`src/rtl/router_output_arbiter_if.sv`:
```
// Handshake bundle between NUM_IN input buffers, one output link and its credit return.
// Requesters and downstream drive the master side; the arbiter drives the slave side.
// Widths are derived from the same parameters the arbiter uses.
interface router_output_arbiter_if #(
  parameter int NUM_IN  = 5,
  parameter int FLIT_W  = 64,
  parameter int CREDITS = 4,
  parameter int IDX_W   = $clog2(NUM_IN),
  parameter int CNT_W   = $clog2(CREDITS + 1)
);
  logic [NUM_IN-1:0]        req_valid;
  logic [NUM_IN*FLIT_W-1:0] req_flit;
  logic [NUM_IN-1:0]        req_tail;
  logic [NUM_IN-1:0]        req_grant;
  logic                     out_valid;
  logic [FLIT_W-1:0]        out_flit;
  logic                     out_tail;
  logic                     credit_in;
  logic [CNT_W-1:0]         credit_cnt;
  logic                     locked;
  logic [IDX_W-1:0]         lock_owner;
  logic                     credit_err;

  modport master (
    output req_valid, req_flit, req_tail, credit_in,
    input  req_grant, out_valid, out_flit, out_tail,
    input  credit_cnt, locked, lock_owner, credit_err
  );

  modport slave (
    input  req_valid, req_flit, req_tail, credit_in,
    output req_grant, out_valid, out_flit, out_tail,
    output credit_cnt, locked, lock_owner, credit_err
  );
endinterface

```
`src/rtl/router_output_arbiter.sv`:
```
// Round-robin, wormhole-locking scheduler for one router output link with credit flow control.
// Latency: grant is combinational; the winning flit appears on out_* one cycle later.
// Backpressure: no grant while credit_cnt == 0; credit_in never reaches req_grant combinationally.
module router_output_arbiter #(
  parameter int NUM_IN  = 5,
  parameter int FLIT_W  = 64,
  parameter int CREDITS = 4,
  parameter int IDX_W   = $clog2(NUM_IN),
  parameter int CNT_W   = $clog2(CREDITS + 1)
) (
  input  logic                    clk,
  input  logic                    rst,
  router_output_arbiter_if.slave  io_bus
);

  typedef enum logic {ST_IDLE, ST_LOCKED} state_t;

  localparam logic [CNT_W-1:0] C_FULL = CNT_W'(CREDITS);

  state_t            r_state;
  state_t            w_state_nxt;
  logic [IDX_W-1:0]  r_rr_ptr;
  logic [IDX_W-1:0]  r_owner;
  logic [CNT_W-1:0]  r_credit;
  logic              r_credit_err;
  logic              r_out_valid;
  logic [FLIT_W-1:0] r_out_flit;
  logic              r_out_tail;

  logic              w_found;
  logic [IDX_W-1:0]  w_winner;
  logic [NUM_IN-1:0] w_grant;
  logic [FLIT_W-1:0] w_flit;
  logic              w_tail;

  // (a + k) mod NUM_IN, for a < NUM_IN and k <= NUM_IN
  function automatic logic [IDX_W-1:0] f_wrap(input logic [IDX_W-1:0] a, input int k);
    int s;
    s = int'(a) + k;
    if (s >= NUM_IN) s = s - NUM_IN;
    return s[IDX_W-1:0];
  endfunction

  // Winner selection: owner only while locked, otherwise first requester from rr_ptr onward
  always_comb begin
    w_found  = 1'b0;
    w_winner = '0;
    if (r_credit != '0) begin
      if (r_state == ST_LOCKED) begin
        if (io_bus.req_valid[r_owner]) begin
          w_found  = 1'b1;
          w_winner = r_owner;
        end
      end else begin
        for (int k = 0; k < NUM_IN; k++) begin
          if (!w_found && io_bus.req_valid[f_wrap(r_rr_ptr, k)]) begin
            w_found  = 1'b1;
            w_winner = f_wrap(r_rr_ptr, k);
          end
        end
      end
    end
  end

  // Grant strobe and the winner's flit/tail
  always_comb begin
    w_grant = '0;
    if (w_found) w_grant[w_winner] = 1'b1;
    w_flit = io_bus.req_flit[int'(w_winner)*FLIT_W +: FLIT_W];
    w_tail = io_bus.req_tail[w_winner];
  end

  // Next state: a non-tail grant opens a packet, a tail grant closes it
  always_comb begin
    w_state_nxt = r_state;
    if (w_found) begin
      if (r_state == ST_IDLE && !w_tail)  w_state_nxt = ST_LOCKED;
      if (r_state == ST_LOCKED && w_tail) w_state_nxt = ST_IDLE;
    end
  end

  // Arbitration state: FSM, round-robin pointer and lock owner
  always_ff @(posedge clk) begin
    if (rst) begin
      r_state  <= ST_IDLE;
      r_rr_ptr <= '0;
      r_owner  <= '0;
    end else begin
      r_state <= w_state_nxt;
      if (w_found && r_state == ST_IDLE) r_rr_ptr <= f_wrap(w_winner, 1);
      if (w_state_nxt == ST_LOCKED) r_owner <= w_winner;
      else                          r_owner <= '0;
    end
  end

  // Credit counter, saturating both ways; overflow attempt sets a sticky error
  always_ff @(posedge clk) begin
    if (rst) begin
      r_credit     <= C_FULL;
      r_credit_err <= 1'b0;
    end else if (w_found && !io_bus.credit_in) begin
      r_credit <= r_credit - 1'b1;
    end else if (!w_found && io_bus.credit_in) begin
      if (r_credit == C_FULL) r_credit_err <= 1'b1;
      else                    r_credit     <= r_credit + 1'b1;
    end
  end

  // Output register: load the winner's flit, hold data when idle
  always_ff @(posedge clk) begin
    if (rst) begin
      r_out_valid <= 1'b0;
      r_out_flit  <= '0;
      r_out_tail  <= 1'b0;
    end else begin
      r_out_valid <= w_found;
      if (w_found) begin
        r_out_flit <= w_flit;
        r_out_tail <= w_tail;
      end
    end
  end

  assign io_bus.req_grant  = w_grant;
  assign io_bus.out_valid  = r_out_valid;
  assign io_bus.out_flit   = r_out_flit;
  assign io_bus.out_tail   = r_out_tail;
  assign io_bus.credit_cnt = r_credit;
  assign io_bus.locked     = (r_state == ST_LOCKED);
  assign io_bus.lock_owner = r_owner;
  assign io_bus.credit_err = r_credit_err;

endmodule

```
`src/flat_wrapper.sv`:
```
// flat-port wrapper written by rule: the top's interface ports become plain ports
module router_output_arbiter_flat 
#(
  parameter int NUM_IN  = 5,
  parameter int FLIT_W  = 64,
  parameter int CREDITS = 4,
  parameter int IDX_W   = $clog2(NUM_IN),
  parameter int CNT_W   = $clog2(CREDITS + 1)
)
  (clk, rst, io_bus_req_valid, io_bus_req_flit, io_bus_req_tail, io_bus_credit_in, io_bus_req_grant, io_bus_out_valid, io_bus_out_flit, io_bus_out_tail, io_bus_credit_cnt, io_bus_locked, io_bus_lock_owner, io_bus_credit_err);
  router_output_arbiter_if #(.NUM_IN(NUM_IN), .FLIT_W(FLIT_W), .CREDITS(CREDITS), .IDX_W(IDX_W), .CNT_W(CNT_W)) io_bus_i ();
  input  logic clk;
  input  logic rst;
  input wire logic [$bits(io_bus_i.req_valid)-1:0] io_bus_req_valid;
  input wire logic [$bits(io_bus_i.req_flit)-1:0] io_bus_req_flit;
  input wire logic [$bits(io_bus_i.req_tail)-1:0] io_bus_req_tail;
  input wire logic [$bits(io_bus_i.credit_in)-1:0] io_bus_credit_in;
  output wire logic [$bits(io_bus_i.req_grant)-1:0] io_bus_req_grant;
  output wire logic [$bits(io_bus_i.out_valid)-1:0] io_bus_out_valid;
  output wire logic [$bits(io_bus_i.out_flit)-1:0] io_bus_out_flit;
  output wire logic [$bits(io_bus_i.out_tail)-1:0] io_bus_out_tail;
  output wire logic [$bits(io_bus_i.credit_cnt)-1:0] io_bus_credit_cnt;
  output wire logic [$bits(io_bus_i.locked)-1:0] io_bus_locked;
  output wire logic [$bits(io_bus_i.lock_owner)-1:0] io_bus_lock_owner;
  output wire logic [$bits(io_bus_i.credit_err)-1:0] io_bus_credit_err;
  assign io_bus_i.req_valid = io_bus_req_valid;
  assign io_bus_i.req_flit = io_bus_req_flit;
  assign io_bus_i.req_tail = io_bus_req_tail;
  assign io_bus_i.credit_in = io_bus_credit_in;
  assign io_bus_req_grant = io_bus_i.req_grant;
  assign io_bus_out_valid = io_bus_i.out_valid;
  assign io_bus_out_flit = io_bus_i.out_flit;
  assign io_bus_out_tail = io_bus_i.out_tail;
  assign io_bus_credit_cnt = io_bus_i.credit_cnt;
  assign io_bus_locked = io_bus_i.locked;
  assign io_bus_lock_owner = io_bus_i.lock_owner;
  assign io_bus_credit_err = io_bus_i.credit_err;
  router_output_arbiter #(.NUM_IN(NUM_IN), .FLIT_W(FLIT_W), .CREDITS(CREDITS), .IDX_W(IDX_W), .CNT_W(CNT_W)) u_core (.clk(clk), .rst(rst), .io_bus(io_bus_i));
endmodule
```
`config.mk`:
```
export PLATFORM = sky130hd
export DESIGN_NAME = router_output_arbiter_flat
export DESIGN_NICKNAME = d
export VERILOG_FILES = /design/src/rtl/router_output_arbiter_if.sv /design/src/rtl/router_output_arbiter.sv /design/src/flat_wrapper.sv
export SDC_FILE = /design/constraint.sdc
export NUM_CORES = 1
export LEC_CHECK = 0
export CORE_AREA = 2 2 160 162
export DETAILED_ROUTE_END_ITERATION = 7
export DIE_AREA = 0 0 162 164
export DONT_BUFFER_PORTS = 1
export PLACE_DENSITY_LB_ADDON = 0.08
export SYNTH_ARGS = -nofsm -noshare
export SYNTH_HDL_FRONTEND = slang
export SYNTH_SLANG_ARGS = --single-unit
```
`constraint.sdc`:
```
create_clock -name clk -period 12.1 [get_ports clk]
set_clock_uncertainty 0.2 [all_clocks]
set_input_delay 1.21 -clock clk [delete_from_list [all_inputs] [get_ports clk]]
set_output_delay 1.21 -clock clk [all_outputs]
set_load 0.02 [all_outputs]
```
# Yosys cells after proc, flatten, opt, wreduce, memory -nomap -nowiden
# Index checks and enable logic that the tools add are counted.
dict set report totals {
  regBits 77
  input_bits 333
  elab_cells 126
}
dict set report op_classes {
  add_sub_neg 13
  magnitude_cmp 14
  n_eq_ne 2
  shifts 1
  n_mux 63
  n_bitwise 3
  n_reduce_logical 22
}
# op count
set op_table {}
lappend op_table {{variable part select 320 x 10 -> 64 bit} 1}
lappend op_table {{two-way mux 3 bit} 27}
lappend op_table {{less-than comparator 3 x 4 -> 1 bit, second input constant} 7}
lappend op_table {{two-way mux 1 bit} 27}
lappend op_table {{binary-select mux 1 bit (select 3 bit)} 7}
lappend op_table {{greater-or-equal comparator 4 x 3 -> 1 bit, second input constant} 5}
lappend op_table {{subtractor 3 bit, second input constant} 6}
lappend op_table {{logical AND 1 bit} 10}
lappend op_table {{adder 3 x 1 -> 4 bit, second input constant} 2}
lappend op_table {{adder 3 x 2 -> 4 bit, second input constant} 2}
lappend op_table {{zero test 1 bit} 7}
lappend op_table {{two-way mux 5 bit} 1}
lappend op_table {{adder 3 x 3 -> 4 bit, second input constant} 1}
lappend op_table {{adder 3 x 1 -> 3 bit, second input constant} 1}
lappend op_table {{demux 1 bit (select 3 bit)} 1}
lappend op_table {{equality test 3 bit, second input constant} 1}
lappend op_table {{greater-or-equal comparator 3 x 1 -> 1 bit, second input constant} 1}
lappend op_table {{greater-or-equal comparator 3 bit, second input constant} 1}
lappend op_table {{NOT 1 bit} 3}
lappend op_table {{AND reduction 3 bit} 1}
lappend op_table {{nonzero test 3 bit} 1}
lappend op_table {{subtractor 3 x 1 -> 3 bit, second input constant} 1}
lappend op_table {{inequality test 2 x 1 -> 1 bit, second input constant} 1}
lappend op_table {{AND reduction 2 bit} 1}
lappend op_table {{2 further kinds} 2}

# Longest topological paths before layout
dict set report depth {
  word_depth 38
  mapped_depth 24
}

# Least setup slack after synthesis
# Ideal clock, no wire load.
dict set report synth_timing {
  path_kind {register -> output}
  startpoint {reg u_core.r_rr_ptr[1]}
  endpoint {out io_bus_req_grant[0]}
  arrival_ns 4.005
  required_time_ns 10.690
  slack_ns 6.685
  stages_incl_launch_ff 19
  path_cell_list {dfxtp_1 -> clkbuf_1 -> inv_1 -> ha_1 -> ha_1 -> clkbuf_1 -> inv_1 -> a22oi_1 -> nor3b_2 -> nor2_1 -> and3_1 -> clkbuf_1 -> nor4b_4 -> a221o_2 -> inv_2 -> nand3_2 -> buf_6 -> buf_4 -> nor2_1}
}
dict set report synth_via {
  elab_chain_len 34
  elab_cells_between_ends 75
  classes_between {add/sub: 9; order compare: 7; mux: 50; reduce/logical: 9}
}
# item line
set synth_lines {}
lappend synth_lines {{start: declaration} router_output_arbiter.sv:22} ;# logic [IDX_W-1:0] r_rr_ptr;
lappend synth_lines {{start signal: assignment} router_output_arbiter.sv:90} ;# if (w_found && r_state == ST_IDLE) r_rr_ptr <= f_wrap(w_winner, 1);
lappend synth_lines {{subtractor 3 bit / greater-or-equal comparator 3 bit (equally long branches)} router_output_arbiter.sv:40} ;# if (s >= NUM_IN) s = s - NUM_IN;
lappend synth_lines {{two-way mux 3 bit} router_output_arbiter.sv:40}
lappend synth_lines {{two-way mux 3 bit} router_output_arbiter.sv:49} ;# if (r_state == ST_LOCKED) begin
lappend synth_lines {{two-way mux 3 bit} router_output_arbiter.sv:48} ;# if (r_credit != '0) begin
lappend synth_lines {{binary-select mux 1 bit (select 3 bit)} router_output_arbiter.sv:56} ;# if (!w_found && io_bus.req_valid[f_wrap(r_rr_ptr, k)]) begin
lappend synth_lines {{two-way mux 1 bit (implied by the code)} router_output_arbiter.sv:56}
lappend synth_lines {{two-way mux 1 bit} router_output_arbiter.sv:56}
lappend synth_lines {{two-way mux 1 bit} router_output_arbiter.sv:49}
lappend synth_lines {{[... 18 more ...]} --}
lappend synth_lines {{two-way mux 3 bit} router_output_arbiter.sv:56}
lappend synth_lines {{two-way mux 3 bit} router_output_arbiter.sv:49}
lappend synth_lines {{two-way mux 3 bit} router_output_arbiter.sv:48}
lappend synth_lines {{less-than comparator 3 x 4 -> 1 bit (implied by the code) / greater-or-equal comparator 3 x 1 -> 1 bit (equally long branches)} router_output_arbiter.sv:68} ;# if (w_found) w_grant[w_winner] = 1'b1;
lappend synth_lines {{logical AND 1 bit (implied by the code)} router_output_arbiter.sv:68}
lappend synth_lines {{two-way mux 1 bit (implied by the code)} router_output_arbiter.sv:68}
lappend synth_lines {{demux 1 bit (select 3 bit)} --}
lappend synth_lines {{two-way mux 5 bit (*)} router_output_arbiter.sv:68}
lappend synth_lines {{end: declaration} flat_wrapper.sv:18} ;# output wire logic [$bits(io_bus_i.req_grant)-1:0] io_bus_req_grant;
# Every way passes the cells marked *; elsewhere a longest branch is shown, timed or not. The select of a mux whose other input is x is not followed.

# Final worst setup path
dict set report layout_timing {
  startpoint {reg u_core.r_rr_ptr[0]}
  endpoint {out io_bus_req_grant[2]}
}
# Same word-level chain as after synthesis.

==> flow_metrics.tcl <==
set metrics [dict create \
    cts_resized 0 \
    period_share_pct 59.53 \
    min_path_type "flip-flop to flip-flop" \
    synth_edf_count 0 \
    path_buf_inv 4 \
    numCtsBuffers 9 \
    via_per_inst 5.877 \
    dieHeight_um 164 \
    cts_hold_buffers 0 \
    end_kind "output pin" \
    grt_pass1_vias 5678 \
    die_x_um 162 \
    postRouteAntennaNets 0 \
    ys_types 75 \
    remaining_drc_errors 0 \
    grt_overflow 0 \
    synth_seq_area_share_pct 25.34 \
    layout_commonest_cell "nand2_1" \
    async_flop_share_pct 0 \
    cts_setup_buffers 0 \
    num_io_pins 412 \
    totalWireLength_um 24770 \
    yosysWarnings 0 \
    wl_per_cell_um 24.87 \
    slowest_stage "ha_1" \
    crit_path_start_kind "flip-flop" \
    cp_top_family "simple AND/OR/NAND/NOR gates" \
    die_area_um2 26570 \
    worstMarginPinSlew_ns 1.043 \
    core-area_um2 24820 \
    rsz0062_at_grt "false" \
    fin_nets 1009 \
    crit_chain "buf_4, inv_1, ha_1, inv_1, a41o_1, o21a_1, o21a_1, and3_1, nor4b_4, a221o_2, inv_2, nand3_2, nor2_1" \
    grt_pass1_wl_um 34640 \
    ys_ff_latch 77 \
    crit_required_ns 10.69 \
    design_area_um2 6467 \
    maxSlewHeadroom_pct 30.50 \
    cts_tree "built" \
    syn_area_um2 6082 \
    antenna_found_initial 0 \
    root_buffer "clkbuf_16" \
    status "finished, final reports clean" \
    setup_viol 0 \
    h-tree-depth 3 \
    area_delta_synth_final_pct 6.336 \
    rows 58 \
    worstSetupPathType "flip-flop to output pin" \
    holdWs_ns 0.4022 \
    layout_common_cells "nand2_1 (86), dfxtp_1 (77), mux2i_1 (68), o22ai_1 (66), o221ai_1 (54)" \
    worstPathArrival_ns 5.79 \
    drv_cap 0 \
    slowest_delay_ns 0.78 \
    r2r_setup_slack_ns 5.72 \
    routabilityCongestion 0.8203 \
    fmax_ghz 0.1388 \
    grt_max_degree 74 \
    portBuffers 0 \
    postPlaceCellArea_um2 6177 \
    grt_use_total_pct 17.22 \
    syn_avg_cell_area_um2 8.447 \
    drt_pass1_iterations 5 \
    drv_slew 0 \
    drtIter0Drc 345 \
    diodes 0 \
    fin_crit_ns 7.203 \
    drive_gt1_share_pct 8.559 \
    dpl.hpwl_um 18740 \
    clock-sinks 77 \
    clkLatencyLatePin_ns 0.33 \
    hold_violations 0 \
    cts.clk_slew.worst_paths_ns 0.06 \
    syn_inst 720 \
    ys.flop_type "dfxtp_1" \
    setup_tns_ns 0 \
    start_util_pct 24.51 \
    crit_fanout 38 \
    synth_fp_nets 1067 \
    via_count 5853 \
    max-clock-path-buffers 2 \
]
==> worst register-to-register path, cell delays in order (launching register included) <==
cell and delay [ns]:
dfxtp_1 0.31, buf_4 0.34, inv_1 0.36, ha_1 0.78
inv_1 0.27, a41o_1 0.28, o21a_1 0.21, o21a_1 0.25
and3_1 0.25, nor4b_4 0.16, a221o_2 0.47, inv_2 0.36
nand3_2 0.76, buf_4 0.58, o22ai_1 0.36, o221ai_1 0.17
o211a_1 0.17
==> per-layer routing <==
layer  vias to the layer above  wire length [um]  global-route usage, %
met4                         0               249                  3.379
met5                         -                 0                      0
met2                       287             12320                  29.42
met1                      2845             10310                  22.08
li1                       2705                 -                      -
met3                        16              1895                  4.343
==> stage by stage <==
step	setup WS (ns)	utilization, %	std cells
after floorplan	6.685	-	720
after global placement	5.376	24.89	981
after detailed placement	5.152	24.89	981
after CTS	4.766	26.06	996
after global routing	4.484	26.06	996
final	4.897	26.06	996
==> kinds of logic (layout without fill, tap and decap cells) <==
kind of cell	count (synthesis)	after routing	share of synthesized area [%]
buffers and inverters	94	40	7.447
flip-flops	77	77	25.34
XOR/XNOR	5	5	0.7200
AO/OA/AOI/OAI	261	261	34.99
multiplexers	76	76	13.23
AND/OR/NAND/NOR	193	193	15.14
adder cells (fa/ha/maj)	14	14	3.127
==> registers in the layout, indices dropped and copies added, names as in the netlist <==
register	count
u_core.io_bus.locked	1
u_core.io_bus.out_valid	1
u_core.io_bus.credit_cnt	3
u_core.io_bus.lock_owner	3
u_core.io_bus.out_flit	64
u_core.r_rr_ptr	3
u_core.io_bus.credit_err	1
u_core.io_bus.out_tail	1
==> synth_stat cells (4+ instances only) <==
cell type  count  area share, %
nor2_1        38            2.3
o22ai_1       66            6.8
dfxtp_1       77             25
o211a_1       53            8.7
nand3_1        4           0.33
buf_4         11            1.4
o221a_2       12            2.2
o211ai_1       6           0.74
inv_1         15           0.93
a21oi_1       16            1.3
mux2i_1       68             11
nor3_1        21            1.7
a31oi_1        4           0.41
o221ai_1      54            7.8
nor2b_1        4           0.41
xnor2_1        4           0.58
buf_2         26            2.1
o21ai_0        6           0.49
nor4_1         5           0.51
clkbuf_1      34            2.1
nand2_1       86            5.3
a211oi_1       8           0.99
ha_1          12            2.5
o21a_1         4           0.49
mux2_2         5           0.93
nand2b_1       8           0.82
==> worst paths after layout <==
| check | startpoint | endpoint | cells past startpoint |
|---|---|---|---|
| setup / recovery | u_core.r_rr_ptr[0] | io_bus_req_grant[2] | 13 |
| hold / removal | u_core.io_bus.out_flit[53] | u_core.io_bus.out_flit[53] | 2 |
| setup reg to reg | u_core.r_rr_ptr[0] | u_core.io_bus.out_flit[60] | 16 |
| hold reg to reg | u_core.io_bus.out_flit[53] | u_core.io_bus.out_flit[53] | 2 |
==> area by class of cell <==
type / instances / area, um^2
clock inverters: 5 / 61.31
clock buffers: 10 / 229.0
fillers: 2746 / 18350
inverters: 18 / 72.57
multi-input cells: 549 / 4098
repair buffers: 7 / 52.55
flip-flops and latches: 77 / 1541
well taps: 330 / 412.9
Power is not shown: default switching activity piles up to over one toggle a cycle in this logic, so the estimate is an artifact.
